--- config.mk ---
export PLATFORM = sky130hd
export DESIGN_NAME = credit_receiver_fifo_flat
export DESIGN_NICKNAME = d
export VERILOG_FILES = /design/src/rtl/credit_receiver_fifo_if.sv /design/src/rtl/credit_receiver_fifo.sv /design/src/flat_wrapper.sv
export SDC_FILE = /design/constraint.sdc
export NUM_CORES = 1
export LEC_CHECK = 0
export BUFFER_PORTS_ARGS = -buffer_cell sky130_fd_sc_hd__buf_2
export CORE_ASPECT_RATIO = 0.8
export CORE_MARGIN = 4
export CORE_UTILIZATION = 49
export DETAILED_ROUTE_END_ITERATION = 8
export PLACE_DENSITY_LB_ADDON = 0.12
export SETUP_SLACK_MARGIN = 0.5
export SLEW_MARGIN = 10
export SYNTH_ARGS = -nofsm -noshare
export SYNTH_HDL_FRONTEND = slang
export SYNTH_SLANG_ARGS = --single-unit
--- constraint.sdc ---
create_clock -name clk -period 3.1 [get_ports clk]
set_input_delay 0.155 -clock clk [delete_from_list [all_inputs] [get_ports clk]]
set_output_delay 0.155 -clock clk [all_outputs]
set_load 0.02 [all_outputs]
--- src/rtl/credit_receiver_fifo_if.sv ---
// Link-side bundle of the credit receiver: credited push channel from the
// sender and valid/ready pop channel towards the consumer.
interface credit_receiver_fifo_if #(
    parameter int WIDTH = 8
);
    logic             push_sender_in_reset;
    logic             push_receiver_in_reset;
    logic             push_credit_stall;
    logic             push_credit;
    logic             push_valid;
    logic [WIDTH-1:0] push_data;
    logic             pop_valid;
    logic             pop_ready;
    logic [WIDTH-1:0] pop_data;

    // The master drives beats in and pulls entries out; the slave is the receiver.
    modport master (
        output push_sender_in_reset, push_credit_stall, push_valid, push_data, pop_ready,
        input  push_receiver_in_reset, push_credit, pop_valid, pop_data
    );

    modport slave (
        input  push_sender_in_reset, push_credit_stall, push_valid, push_data, pop_ready,
        output push_receiver_in_reset, push_credit, pop_valid, pop_data
    );
endinterface

--- src/rtl/credit_receiver_fifo.sv ---
// Receive end of a credited link: holds up to DEPTH credits, buffers beats in a
// DEPTH-entry FIFO and hands one credit back for every entry consumed.
module credit_receiver_fifo #(
    parameter  int WIDTH = 8,
    parameter  int DEPTH = 4,
    localparam int CW    = $clog2(DEPTH + 1)
) (
    input  logic                  clk,
    input  logic                  rst,
    credit_receiver_fifo_if.slave link,
    input  logic [CW-1:0]         credit_initial,
    input  logic [CW-1:0]         credit_withhold,
    output logic [CW-1:0]         credit_count,
    output logic [CW-1:0]         credit_available,
    output logic                  credit_error
);
    localparam int              IW      = $clog2(DEPTH);
    localparam logic [CW-1:0]   DEPTH_C = CW'(DEPTH);
    localparam logic [IW-1:0]   LAST    = IW'(DEPTH - 1);

    logic [WIDTH-1:0] mem [DEPTH];
    logic [IW-1:0]    head;
    logic [IW-1:0]    tail;
    logic [CW-1:0]    occupancy;
    logic             lr;
    logic             full;
    logic             push_ok;
    logic             pop_ok;
    logic [CW:0]      credit_sum;

    assign lr      = rst | link.push_sender_in_reset;
    assign full    = (occupancy == DEPTH_C);
    assign push_ok = link.push_valid & ~lr & ~full;
    assign pop_ok  = link.pop_valid & link.pop_ready & ~lr;

    assign link.push_receiver_in_reset = rst;
    assign link.pop_valid              = (occupancy != '0);
    assign link.pop_data               = mem[head];

    assign credit_available = (credit_count > credit_withhold) ? (credit_count - credit_withhold) : '0;
    assign link.push_credit = ~lr & ~link.push_credit_stall & (credit_available != '0);

    // Widened so a pop on a counter already at DEPTH can be seen and clamped.
    assign credit_sum = {1'b0, credit_count} + {{CW{1'b0}}, pop_ok} - {{CW{1'b0}}, link.push_credit};

    // Pointers wrap explicitly at DEPTH-1 so non-power-of-two depths work.
    always_ff @(posedge clk) begin
        if (lr) begin
            head      <= '0;
            tail      <= '0;
            occupancy <= '0;
        end else begin
            if (push_ok) begin
                tail <= (tail == LAST) ? '0 : tail + IW'(1);
            end
            if (pop_ok) begin
                head <= (head == LAST) ? '0 : head + IW'(1);
            end
            case ({push_ok, pop_ok})
                2'b10:   occupancy <= occupancy + CW'(1);
                2'b01:   occupancy <= occupancy - CW'(1);
                default: occupancy <= occupancy;
            endcase
        end
    end

    always_ff @(posedge clk) begin
        if (push_ok) begin
            mem[tail] <= link.push_data;
        end
    end

    always_ff @(posedge clk) begin
        if (lr) begin
            credit_count <= credit_initial;
        end else if (credit_sum > {1'b0, DEPTH_C}) begin
            credit_count <= DEPTH_C;
        end else begin
            credit_count <= credit_sum[CW-1:0];
        end
    end

    // Overflow flag survives a sender-side reset; only the local reset clears it.
    always_ff @(posedge clk) begin
        if (rst) begin
            credit_error <= 1'b0;
        end else if (link.push_valid & ~lr & full) begin
            credit_error <= 1'b1;
        end
    end

    // Credits held plus entries buffered can never exceed what the link started with.
    assert property (@(posedge clk) disable iff (lr)
        (occupancy <= DEPTH_C) && (credit_count <= DEPTH_C) &&
        (({1'b0, credit_count} + {1'b0, occupancy}) <= {1'b0, DEPTH_C}));
endmodule
--- src/flat_wrapper.sv ---
// flat-port wrapper written by rule: the top's interface ports become plain ports
module credit_receiver_fifo_flat 
#(
    parameter  int WIDTH = 8,
    parameter  int DEPTH = 4,
    localparam int CW    = $clog2(DEPTH + 1)
)
  (clk, rst, credit_initial, credit_withhold, credit_count, credit_available, credit_error, link_push_sender_in_reset, link_push_credit_stall, link_push_valid, link_push_data, link_pop_ready, link_push_receiver_in_reset, link_push_credit, link_pop_valid, link_pop_data);
  credit_receiver_fifo_if #(.WIDTH(WIDTH)) link_i ();
  input  logic clk;
  input  logic rst;
  input  logic [CW-1:0] credit_initial;
  input  logic [CW-1:0] credit_withhold;
  output logic [CW-1:0] credit_count;
  output logic [CW-1:0] credit_available;
  output logic credit_error;
  input wire logic [$bits(link_i.push_sender_in_reset)-1:0] link_push_sender_in_reset;
  input wire logic [$bits(link_i.push_credit_stall)-1:0] link_push_credit_stall;
  input wire logic [$bits(link_i.push_valid)-1:0] link_push_valid;
  input wire logic [$bits(link_i.push_data)-1:0] link_push_data;
  input wire logic [$bits(link_i.pop_ready)-1:0] link_pop_ready;
  output wire logic [$bits(link_i.push_receiver_in_reset)-1:0] link_push_receiver_in_reset;
  output wire logic [$bits(link_i.push_credit)-1:0] link_push_credit;
  output wire logic [$bits(link_i.pop_valid)-1:0] link_pop_valid;
  output wire logic [$bits(link_i.pop_data)-1:0] link_pop_data;
  assign link_i.push_sender_in_reset = link_push_sender_in_reset;
  assign link_i.push_credit_stall = link_push_credit_stall;
  assign link_i.push_valid = link_push_valid;
  assign link_i.push_data = link_push_data;
  assign link_i.pop_ready = link_pop_ready;
  assign link_push_receiver_in_reset = link_i.push_receiver_in_reset;
  assign link_push_credit = link_i.push_credit;
  assign link_pop_valid = link_i.pop_valid;
  assign link_pop_data = link_i.pop_data;
  credit_receiver_fifo #(.WIDTH(WIDTH), .DEPTH(DEPTH)) u_core (.clk(clk), .rst(rst), .link(link_i), .credit_initial(credit_initial), .credit_withhold(credit_withhold), .credit_count(credit_count), .credit_available(credit_available), .credit_error(credit_error));
endmodule
==> out/qor_table.md <==
| Quantity | Value | Unit |
|---|---|---|
| Core footprint | 3929 | sq um |
| RSZ-0062 raised after global routing | yes | - |
| Register area share after synthesis | 0.5937 | - |
| Count of cell types in the netlist | 33 | - |
| Via Count | 1270 | - |
| DRC viols | 0 | - |
| Biggest cell delay along the critical path | 490 | ps |
| Synthesis Warnings | 0 | - |
| Pre-CTS WS | -114.8 | ps |
| Largest net degree at the start of global routing | 16 | - |
| Design area | 2527 | sq um |
| Leftover overflow at the end of global routing | 0 | - |
| Worst-case hold slack | 42.95 | ps |
| Data arrival time of the worst path | 3320 | ps |
| Global-route usage over all layers | 0.1656 | - |
| Violated checks | negative setup slack | - |
| FF+latch count, synth | 45 | - |
| Ports placed on the boundary | 38 | - |
| Final setup TNS | -29.53 | ps |
| Transition time at the pin with the least slew margin | 537.7 | ps |
| Antenna violations before repair | 0 | - |
| Master cell of the clock root buffer | sky130_fd_sc_hd__clkbuf_8 | - |
| Worst-case clock skew | 5.359 | ps |
| Leak Pwr | 0.9744 | nW |
| Largest cells by area after synthesis | sky130_fd_sc_hd__edfxtp_1 (47%), sky130_fd_sc_hd__dfxtp_1 (13%), sky130_fd_sc_hd__mux4_2 (8.8%), sky130_fd_sc_hd__ha_1 (7.9%), sky130_fd_sc_hd__inv_1 (3.5%) | - |
| Type of the worst setup path | register to register | - |
| Routed wirelength normalized by instance count | 15.04 | microns |
| Rel. slew slack | 0.6410 | - |
| Total internal power | 0.8966 | mW |
| Critical path, cell by cell | inv_4 > ha_4 > inv_2 > fa_1 > inv_2 > a311o_1 > a211oi_4 > ha_4 > inv_2 > ha_4 > inv_2 > fa_2 > xor2_2 > and3_1 > a32o_1 | - |
| TritonCTS clock tree | done | - |
| Hold_buf cts | 0 | - |
| Clock Latency Late Sink | 300 | ps |
| Net count of the mapped netlist | 181 | - |
| Fraction of layout cells with a size suffix above 1 | 0.4072 | - |
| Highest net fanout along the worst path | 3 | - |
| Cell taking the most area after synthesis | sky130_fd_sc_hd__edfxtp_1 | - |
| Chip height | 65.95 | microns |
| Sequential cell fraction of total power | 0.549 | - |
| Net Sw Power | 0.3039 | mW |
| Leading cell type in the layout, fill and taps excluded | sky130_fd_sc_hd__buf_2 | - |
| Gate power share | 0.153 | - |
| Number of levels the H-tree was split into | 2 | - |
| Placed cell areas | 2400 | sq um |
| Total die area | 5305 | sq um |
| Max clock buf depth | 2 | - |
| Gate count of the mapped netlist | 145 | - |
| Min-delay worst type | primary input to register | - |
| Vias/cell | 5.100 | - |
| Cell area power density | 475.0 | nW/um^2 |
| Last weighted congestion value of the routability-driven placer | 0.8192 | - |
| NumNets Final | 229 | - |
| Wire length of the first global-routing pass | 6.327 | mm |
| Critical Path Sink Type | register | - |
| Period utilization | 1.009 | - |
| Most used cells in the layout excluding fill and tap cells | sky130_fd_sc_hd__buf_2 (37), sky130_fd_sc_hd__edfxtp_1 (32), sky130_fd_sc_hd__inv_1 (14) | - |
| Number of enable-type register cells in the synthesized netlist | 32 | - |
| Critical Path Most Common Cell | sky130_fd_sc_hd__inv_2 | - |
| Half-perimeter wire length of the detailed placement result | 2.835 | mm |
| Count of TritonRoute iterations in the first routing pass | 4 | - |
| Total number of clock tree sinks | 45 | - |
| Number of buffers added by the clock tree synthesis step | 5 | - |
| DRC violation total after the first TritonRoute iteration | 67 | - |
| Count of port buffers added during placement | 37 | - |
| Final setup viols | 2 | - |
| Number of diodes | 0 | - |
| Clock group share of total power | 0.298 | - |
| Net switching fraction of the power | 0.2531 | - |
| Register clock-pin slew on the reported worst setup and hold paths | 80 | ps |
| Post-detailed-routing wire length | 3.745 | mm |
| Number of max-cap violations | 0 | - |
| Top delay family on crit path | adder cells | - |
| Min setup slack post-route | -27.93 | ps |
| # rows | 20 | - |
| Mean instance size in the synthesized netlist | 14.19 | sq um |
| Area growth, synth to finish | 22.87 | % |
| Hold Vio Cnt, Final | 0 | - |
| Die width | 80.44 | microns |
| Most used DFF post-synth | sky130_fd_sc_hd__edfxtp_1 | - |
| Time the worst path needs with I/O delays and setup | 3128 | ps |
| Post-synthesis cell area | 2057 | sq um |
| Result of the run | finished with violations | - |
| Residual antenna-violating net count after detailed routing | 0 | - |
| Starting density of the core | 0.5236 | - |
| Worst voltage drop across the vdd grid | 0.3253 | mV |
| Number of global-route vias before repair | 1291 | - |
| Yosys top cell area share | 0.4672 | - |
| Startpoint type of the worst setup path | register | - |
| Number of pins exceeding their max-slew limit in the final report | 0 | - |
| Maximum clock rate | 319.7 | MHz |
| Slowest library cell on the worst path | sky130_fd_sc_hd__fa_1 | - |
| Share of synthesized flip-flops with an asynchronous set or reset | 0 | - |
| Buf/Inv on CP | 5 | - |
| Worst EP required | 3290 | ps |
## per-stage QoR
| step | instances | util | total power, mW |
|---|---|---|---|
| 2_1_floorplan | 145 | - | 0.7827 |
| 3_3_place_gp | 236 | 0.6108 | 0.8366 |
| 3_5_place_dp | 236 | 0.6108 | 0.8447 |
| 4_1_cts | 246 | 0.6376 | 1.203 |
| 5_1_grt | 249 | 0.6433 | 1.265 |
| 6_report | 249 | 0.6433 | 1.201 |
## power groups by stage
| stage | combinational [mW] | clock, mW | sequential [mW] |
|---|---|---|---|
| floorplan | 0.104 | 0 | 0.679 |
| global placement | 0.163 | 0 | 0.673 |
| detailed placement | 0.171 | 0 | 0.674 |
| CTS | 0.177 | 0.366 | 0.660 |
| global route | 0.202 | 0.400 | 0.662 |
| finish | 0.183 | 0.357 | 0.660 |
## sequential cells by signal, summed over array words and instances (netlist names), named ones only
signal	flops
u_core.credit_count	3
u_core.credit_error	1
u_core.tail	2
u_core.head	2
u_core.occupancy	3
u_core.mem	32
## cell type report
| type | count | area, sq um |
|---|---|---|
| multi-input cells | 76 | 817.0 |
| flip-flops and latches | 45 | 1225 |
| fillers | 308 | 1401 |
| clock buffers | 5 | 68.82 |
| repair buffers | 46 | 252.7 |
| inverters | 19 | 73.82 |
| clock inverters | 3 | 21.27 |
| well taps | 55 | 68.82 |
## worst paths after layout
check	slack [ps]	cells past startpoint	to	startpoint
min	40	2	u_core.credit_error	rst
max reg2reg	-30	15	u_core.credit_count[0]	u_core.credit_count[0]
max	-30	15	u_core.credit_count[0]	u_core.credit_count[0]
min reg2reg	450	2	u_core.credit_error	u_core.credit_error
## logic make-up after synthesis
| family | synth area share |
|---|---|
| compound gates | 0.06326 |
| xor+xnor | 0.01703 |
| fa+ha+maj | 0.1083 |
| buf+inv | 0.04683 |
| flops | 0.5937 |
| mux | 0.09732 |
| simple gates | 0.07361 |
## layer usage
metal | track usage | part of all wire | up-vias
met1 | 0.2164 | 0.45 | 618
met3 | 0.03678 | 0.040 | 7
li1 | - | - | 619
met5 | 0 | 0 | -
met2 | 0.2645 | 0.49 | 26
met4 | 0.07595 | 0.019 | 0
## cell usage after synthesis, types with 3 or more instances
| cell | n |
|---|---|
| sky130_fd_sc_hd__edfxtp_1 | 32 |
| sky130_fd_sc_hd__inv_1 | 19 |
| sky130_fd_sc_hd__dfxtp_1 | 13 |
| sky130_fd_sc_hd__ha_1 | 13 |
| sky130_fd_sc_hd__mux4_2 | 8 |
| sky130_fd_sc_hd__nor2_1 | 8 |
| sky130_fd_sc_hd__a21oi_1 | 6 |
| sky130_fd_sc_hd__and2_1 | 4 |
| sky130_fd_sc_hd__and3_1 | 4 |
| sky130_fd_sc_hd__a211oi_1 | 3 |
| sky130_fd_sc_hd__fa_1 | 3 |
| sky130_fd_sc_hd__o21ai_0 | 3 |
| sky130_fd_sc_hd__or3_1 | 3 |
| sky130_fd_sc_hd__xor2_1 | 3 |
## what timing repair did
| action | CTS | global route |
|---|---|---|
| buffers inserted | 2 | 3 |
| endpoints found under the hold margin | 0 | 0 |
| gates resized for setup | 1 | 2 |
| pin swaps | 4 | 0 |
| setup endpoints to repair | 3 | 3 |
No activity file was read; power rests on OpenSTA's default activity.
